File: config.mk
export PLATFORM = sky130hd
export DESIGN_NAME = jtopl_wrq
export DESIGN_NICKNAME = d
export VERILOG_FILES = /design/src/rtl/jtopl_wrq.sv
export SDC_FILE = /design/constraint.sdc
export NUM_CORES = 1
export LEC_CHECK = 0
export ABC_AREA = 1
export CAP_MARGIN = 20
export CORE_ASPECT_RATIO = 1.4
export CORE_MARGIN = 2
export CORE_UTILIZATION = 30
export DETAILED_ROUTE_END_ITERATION = 16
export GPL_ROUTABILITY_DRIVEN = 1
export GPL_TIMING_DRIVEN = 0
export PLACE_DENSITY = 0.43
export SYNTH_ARGS = -nofsm -noshare
export SYNTH_HDL_FRONTEND = slang
export SYNTH_SLANG_ARGS = --single-unit
File: constraint.sdc
create_clock -name clk -period 2.42 [get_ports clk]
set_input_delay 0.484 -clock clk [delete_from_list [all_inputs] [get_ports clk]]
set_output_delay 0.484 -clock clk [all_outputs]
set_load 0.005 [all_outputs]
File: src/rtl/jtopl_wrq.sv
// jtopl_wrq: write queue in front of the OPL CPU bus.
// Buffers {register, value} pairs from the host and replays each one as an
// address strobe followed by a data strobe, respecting the OPL recovery times
// (counted in cen cycles).
// Optional build macro: JTOPL_WRQ_ADDRSKIP_EN -- skip the address strobe when
// the popped register equals the register of the last address strobe.
module jtopl_wrq #(
  parameter int DEPTH     = 16,
  parameter int AW        = 4,
  parameter int ADDR_WAIT = 12,
  parameter int DATA_WAIT = 84
) (
  input  logic          clk,
  input  logic          rst_n,
  input  logic          cen,
  input  logic          host_we,
  input  logic [7:0]    host_reg,
  input  logic [7:0]    host_data,
  input  logic          clr_ovf,
  output logic          full,
  output logic [AW:0]   level,
  output logic          busy,
  output logic          overflow,
  output logic [7:0]    opl_din,
  output logic          opl_addr,
  output logic          opl_cs_n,
  output logic          opl_wr_n
);

  localparam int MAXW = (ADDR_WAIT > DATA_WAIT) ? ADDR_WAIT : DATA_WAIT;
  localparam int CW   = $clog2(MAXW + 1);
  localparam logic [AW:0]   LVL_FULL = (AW+1)'(DEPTH);
  localparam logic [CW-1:0] ACNT     = CW'(ADDR_WAIT - 1);
  localparam logic [CW-1:0] DCNT     = CW'(DATA_WAIT - 1);

  typedef enum logic [2:0] {
    ST_IDLE,
    ST_ADDR,
    ST_AWAIT,
    ST_DATA,
    ST_DWAIT
  } state_t;

  state_t          state;
  logic [CW-1:0]   cnt;
  logic [7:0]      lat_data;
  logic [15:0]     mem [DEPTH];
  logic [AW-1:0]   wr_ptr;
  logic [AW-1:0]   rd_ptr;
  logic            pop;
  logic            push_ok;
  logic [7:0]      head_reg;
  logic [7:0]      head_data;
`ifdef JTOPL_WRQ_ADDRSKIP_EN
  logic [7:0]      last_reg;
  logic            last_vld;
`endif

  // Pop/push qualification; a pop in the same cycle frees room for a push
  always_comb begin
    pop       = 1'b0;
    push_ok   = 1'b0;
    head_reg  = mem[rd_ptr][15:8];
    head_data = mem[rd_ptr][7:0];
    pop       = cen && (state == ST_IDLE) && (level != '0);
    push_ok   = host_we && ((level != LVL_FULL) || pop);
  end

  assign full = (level == LVL_FULL);
  assign busy = (level != '0) || (state != ST_IDLE);

  // FIFO storage; contents need no reset since pointers define validity
  always_ff @(posedge clk) begin
    if (push_ok) mem[wr_ptr] <= {host_reg, host_data};
  end

  // FIFO pointers, fill level and sticky overflow (a drop beats clr_ovf)
  always_ff @(posedge clk or negedge rst_n) begin
    if (!rst_n) begin
      wr_ptr   <= '0;
      rd_ptr   <= '0;
      level    <= '0;
      overflow <= 1'b0;
    end else begin
      if (push_ok) wr_ptr <= wr_ptr + AW'(1);
      if (pop)     rd_ptr <= rd_ptr + AW'(1);
      case ({push_ok, pop})
        2'b10:   level <= level + (AW+1)'(1);
        2'b01:   level <= level - (AW+1)'(1);
        default: level <= level;
      endcase
      if (host_we && !push_ok) overflow <= 1'b1;
      else if (clr_ovf)        overflow <= 1'b0;
    end
  end

  // Strobe sequencer with registered bus outputs, advancing on cen only
  always_ff @(posedge clk or negedge rst_n) begin
    if (!rst_n) begin
      state    <= ST_IDLE;
      cnt      <= '0;
      lat_data <= '0;
      opl_din  <= '0;
      opl_addr <= 1'b0;
      opl_cs_n <= 1'b1;
      opl_wr_n <= 1'b1;
`ifdef JTOPL_WRQ_ADDRSKIP_EN
      last_reg <= '0;
      last_vld <= 1'b0;
`endif
    end else if (cen) begin
      case (state)
        ST_IDLE: begin
          if (pop) begin
            lat_data <= head_data;
            state    <= ST_ADDR;
            opl_din  <= head_reg;
            opl_addr <= 1'b0;
            opl_cs_n <= 1'b0;
            opl_wr_n <= 1'b0;
`ifdef JTOPL_WRQ_ADDRSKIP_EN
            last_reg <= head_reg;
            last_vld <= 1'b1;
            // Same register as the last address strobe: later assignments
            // override the address-phase entry and go straight to DATA.
            if (last_vld && (last_reg == head_reg)) begin
              state    <= ST_DATA;
              opl_din  <= head_data;
              opl_addr <= 1'b1;
            end
`endif
          end
        end
        ST_ADDR: begin
          state    <= ST_AWAIT;
          cnt      <= ACNT;
          opl_cs_n <= 1'b1;
          opl_wr_n <= 1'b1;
        end
        ST_AWAIT: begin
          if (cnt == '0) begin
            state    <= ST_DATA;
            opl_din  <= lat_data;
            opl_addr <= 1'b1;
            opl_cs_n <= 1'b0;
            opl_wr_n <= 1'b0;
          end else begin
            cnt <= cnt - CW'(1);
          end
        end
        ST_DATA: begin
          state    <= ST_DWAIT;
          cnt      <= DCNT;
          opl_cs_n <= 1'b1;
          opl_wr_n <= 1'b1;
        end
        ST_DWAIT: begin
          if (cnt == '0) state <= ST_IDLE;
          else           cnt   <= cnt - CW'(1);
        end
        default: begin
          state    <= ST_IDLE;
          opl_cs_n <= 1'b1;
          opl_wr_n <= 1'b1;
        end
      endcase
    end
  end

endmodule

==> impl_metrics.ini, run 1 <==
[floorplanning]
dieArea_um2 = 43920
fp.coreArea_um2 = 41870
die_y_um = 247.2
floorplan.initialDensity = 0.3027
die_width_um = 177.7
rows = 89
ios = 40

[clock_tree]
numCtsBuffers = 31
worstSkewPairLatency_ps = 580
cts_tree = done
clk_root_buffer_cell = clkbuf_16
clk_pin_slew_ps = 70
clk_path_buf_depth = 3
clock-sinks = 298
htreeDepth = 1

[final_layout]
syn_to_final_growth_pct = 22.95
nNetsFinal = 1328
drive_above_1_share = 0.1274
final_core_util = 0.3721
design_area_um2 = 15580
n_antenna_cell = 0
fillers = 4175

[global_routing]
track_usage = 0.1755
grt_pass1_wl_um = 56070
gr-usage-met3 = 0.02060
antenna_found_initial = 0
grt_max_degree = 25
met1_usage = 0.2058
grt_overflow = 0
first_global_vias = 8866
groute.layer.met2.usage = 0.3186
busiest_layer = met2

[timing]
min_period_ps = 2308
final_hold_viol_count = 0
worstMarginPinSlew_ps = 833.5
fin_hold_ws_ps = 387.6
finalSetupViolations = 0
slew_viol_final = 0
max_slew_margin = 0.4426
fin_worst_skew_ps = 19.94
rsz0062_at_grt = no
period_share = 0.9537
fmaxAchievable_mhz = 433.3

[logic_synthesis]
synth_cells = 1185
yosysWarningCount = 0
synth_most_common_cell = nand2_1
ys_top_cells_by_area = edfxtp_1, nand2_1, dfrtp_1
syn_area_per_cell_um2 = 10.69
synth_area_um2 = 12670
synthTopCellsByCount = nand2_1, edfxtp_1, nor2_1, nand3_1, inv_1
yosysTopAreaCell = edfxtp_1
syn_nets = 1217
synthArstFlopShare = 0.1409
ys_types = 31
yosysTopAreaCellShare = 0.6066
ys_ff_latch = 298
ys_seq_area_frac = 0.6897
synth_edf_count = 256
synthFlopType = edfxtp_1

[critical_path]
cp.required_ps = 2700
slowest_stage = dfrtp_2
crit_chain = nor2_4, nand2_2, nor2_2, nand2_2, a21oi_4, nand2_1, nor2_4, buf_4
rrSetupSlack_ps = 110
slowest_delay_ps = 440
endpoint_kind = flip-flop
path_max_fanout = 9
critical_path_class = reg -> reg
crit_arrival_ps = 2580
cp-start-kind = flip-flop
reg2reg_depth = 8

[run]
cap_violations = 0

[detailed_routing]
viasPerCell = 4.606
drtIter0Drc = 560
postRouteAntennaNets = 0
wl_per_cell_um = 20.18
dr.pass1.iters = 5
drc = 0
num_vias = 8590
routed_wl_um = 37630

[placement]
dp_hpwl_um = 25860
place.port_buffers = 39
placed_area_um2 = 14130
place_congestion = 0.7973

[status]
status = completed

[worst_hold_path]
hp-class = in -> async

[pwr]
power.leakage_nw = 6.093
peakVddDrop_mv = 0.3834
power.density_nw_per_um2 = 1216
finalPower_mw = 18.95
[metal layers]
layer | routed length, um | vias to the layer above
met2 | 19600 | 176
li1 | - | 4180
met4 | 1624 | 0
met3 | 1334 | 79
met5 | 0 | -
met1 | 15070 | 4155
[cell usage in the layout (no fill, tap or decap), types with 9 or more instances in the layout]
cell	count
nand2_1	289
edfxtp_1	256
nor2_1	147
nand3_1	143
inv_1	94
o21ai_0	68
dfrtp_1	37
clkdlybuf4s50_1	37
buf_2	33
clkbuf_16	31
nor2_4	19
clkbuf_1	18
buf_4	14
xor2_1	13
buf_12	11
ha_1	10
nand2_2	9
o211ai_1	9
buf_8	9
[flip-flops by register name, indices dropped and copies added, names as in the netlist]
signal / count
level: 5
overflow: 1
lat_data: 8
opl_din: 8
cnt: 7
state: 3
wr_ptr: 4
opl_addr: 1
opl_wr_n: 1
mem: 256
rd_ptr: 4
[final timing paths]
check                                        end                 start
max                         mem[9][12]$_DFFE_PP_  state[0]$_DFFE_PN0P_
min                           cnt[0]$_DFFE_PN0P_                 rst_n
max reg2reg                 mem[9][12]$_DFFE_PP_  state[0]$_DFFE_PN0P_
min reg2reg                   cnt[0]$_DFFE_PN0P_    cnt[0]$_DFFE_PN0P_
max in group asynchronous  rd_ptr[1]$_DFFE_PN0P_                 rst_n
min in group clk              cnt[0]$_DFFE_PN0P_    cnt[0]$_DFFE_PN0P_
[critical path: cells and delay by family, from the launching register on]
kind	cells	cell delay, ps
buffers and inverters	1	210
AND/OR/NAND/NOR	6	1020
AO/OA/AOI/OAI	1	320
flip-flops	1	440
[report_power, final]
part	leakage, nW	internal (mW)	switching [mW]
Clock	0.493	2.86	2.05
Combinational	2.78	2.35	5.02
Sequential	2.82	6.33	0.330
[final cells by class]
class	count	area, um2	area share
Buffer	58	277.8	0.01783
Clock buffer	33	783.3	0.05027
Clock inverter	23	245.2	0.01574
Inverter	100	377.9	0.02425
Multi-Input combinational cell	729	3440	0.2208
Sequential cell	298	8745	0.5613
Tap cell	546	683.2	0.04385
Timing Repair Buffer	78	1028	0.06601
[stage by stage]
stage               cells  worst slack (ps)  TNS [ps]
global route         1865             8.060         0
finish               1865             112.0         0
CTS                  1857            -75.47     -2135
floorplan            1185             86.74         0
detailed placement   1787            -630.2   -116080
global placement     1770             -1518   -373220
[kinds of logic after synthesis]
| kind of cell | share of synthesized area |
|---|---|
| simple gates | 0.1994 |
| flops | 0.6897 |
| xor+xnor | 0.009676 |
| compound gates | 0.03831 |
| buf+inv | 0.05144 |
| fa+ha+maj | 0.01145 |
[what timing repair did]
item / in CTS / in global routing
gates resized for setup: 18 / 20
endpoints found under the setup margin: 222 / 96
hold buffers: 1 / 0
endpoints found under the hold margin: 17 / 0
pin swaps: 10 / 3
setup buffers: 13 / 8
No activity file was read; power rests on OpenSTA's default activity.
==> inputs of run 2 (changes only) <==
Settings changed: GPL_ROUTABILITY_DRIVEN 1 to 0.
==> results of run 2 <==
Same layout as run 1: the final DEF is identical, and so are final timing and power.
==> inputs of run 3 (changes only) <==
Settings changed: SETUP_SLACK_MARGIN set to 0.05.
==> impl_metrics.ini, run 3 (synthesis results as in run 1) <==
[placement]
pre_cts_ws_ps = -630.2
dp.cells = 1787
place.port_buffers = 39
dp_hpwl_um = 25860
placed_area_um2 = 14130

[clock_tree]
htreeDepth = 1
clk_path_buf_depth = 3
numCtsBuffers = 31
worstSkewPairLatency_ps = 580
clk_pin_slew_ps = 70
clk_root_buffer_cell = clkbuf_16
cts_tree = done
clock-sinks = 298

[detailed_routing]
drc = 0
viasPerCell = 4.636
routed_wl_um = 37460
wl_per_cell_um = 20.09
dr.pass1.iters = 5
num_vias = 8647
postRouteAntennaNets = 0
drtIter0Drc = 518

[timing]
min_period_ps = 2281
setup_slack_ps = 139.4
worstMarginPinSlew_ps = 838.1
fin_setup_tns_ps = 0
slew_viol_final = 0
fin_hold_ws_ps = 386.9
max_slew_margin = 0.4413
finalSetupViolations = 0
final_hold_viol_count = 0
period_share = 0.9424
fmaxAchievable_mhz = 438.5
rsz0062_at_grt = no
fin_worst_skew_ps = 18.78

[pwr]
finalPower_mw = 18.92
power.density_nw_per_um2 = 1214
peakVddDrop_mv = 0.3845
power.leakage_nw = 6.094

[final_layout]
largest_reg_flops = 256
fillers = 4174
final_core_util = 0.3723
final_common_cell = nand2_1
drive_above_1_share = 0.1289
top_regs = mem (256), lat_data (8), opl_din (8)
design_area_um2 = 15590
n_antenna_cell = 0
final_cell_mix = nand2_1, edfxtp_1, nor2_1, nand3_1, inv_1
nNetsFinal = 1328
fin_cells = 1865
regMostFlops = mem
syn_to_final_growth_pct = 23.02

[floorplanning]
ios = 40
rows = 89
die_width_um = 177.7
fp.coreArea_um2 = 41870
die_y_um = 247.2
floorplan.initialDensity = 0.3027
dieArea_um2 = 43920

[global_routing]
track_usage = 0.1756
grt_max_degree = 25
first_global_vias = 8884
grt_pass1_wl_um = 56080
grt_overflow = 0
antenna_found_initial = 0

[critical_path]
crit_arrival_ps = 1800
cp-start-kind = flip-flop
reg2reg_depth = 9
critical_path_class = reg -> out
path_max_fanout = 3
endpoint_kind = primary output
cp.required_ps = 1940

[run]
cap_violations = 0

[worst_hold_path]
hp-class = in -> async

[status]
status = completed
==> run 3: report_power, final <==
part	internal (mW)	switching (mW)	total (mW)	leakage [nW]
Combinational	2.36	5.01	7.37	2.78
Sequential	6.33	0.313	6.64	2.82
Clock	2.86	2.05	4.91	0.493
Total	11.5	7.37	18.9	6.09
==> run 3: cell type report <==
type / instances / area [um2] / area share
Buffer: 58 / 277.8 / 0.01782
Clock buffer: 33 / 783.3 / 0.05024
Clock inverter: 23 / 245.2 / 0.01573
Inverter: 100 / 377.9 / 0.02424
Multi-Input combinational cell: 729 / 3441 / 0.2207
Sequential cell: 298 / 8743 / 0.5609
Tap cell: 546 / 683.2 / 0.04382
Timing Repair Buffer: 78 / 1037 / 0.06654
==> run 3: worst paths after layout <==
kind | startpoint | endpoint | slack, ps
setup / recovery | level[2]$_DFFE_PN0P_ | full | 140
hold / removal | rst_n | cnt[0]$_DFFE_PN0P_ | 390
setup reg to reg | state[0]$_DFFE_PN0P_ | mem[5][9]$_DFFE_PP_ | 250
hold reg to reg | cnt[0]$_DFFE_PN0P_ | cnt[0]$_DFFE_PN0P_ | 480
max in group asynchronous | rst_n | opl_din[4]$_DFFE_PN0P_ | 1520
min in group clk | cnt[0]$_DFFE_PN0P_ | cnt[0]$_DFFE_PN0P_ | 480
==> run 3: metal layers <==
layer	part of all wire	GRT usage	vias up	wire, um
li1	-	-	4178	-
met1	0.40	0.2055	4213	14840
met2	0.52	0.3197	174	19550
met3	0.037	0.02076	82	1383
met4	0.045	0.07739	0	1685
met5	0	0	-	0
==> run 3: repair_timing <==
| action | in CTS | in global routing |
|---|---|---|
| setup buffers | 16 | 5 |
| hold buffers | 1 | 0 |
| endpoints found under the setup margin | 246 | 156 |
| hold endpoints to repair | 17 | 0 |
| pin swaps | 10 | 4 |
| resized for setup | 22 | 17 |
==> run 3: critical path, stage by stage, from the launching register on <==
cell	delay (ps)
dfrtp_1	390
nor2_2	160
nand3_2	110
inv_2	80
clkdlybuf4s50_1	490
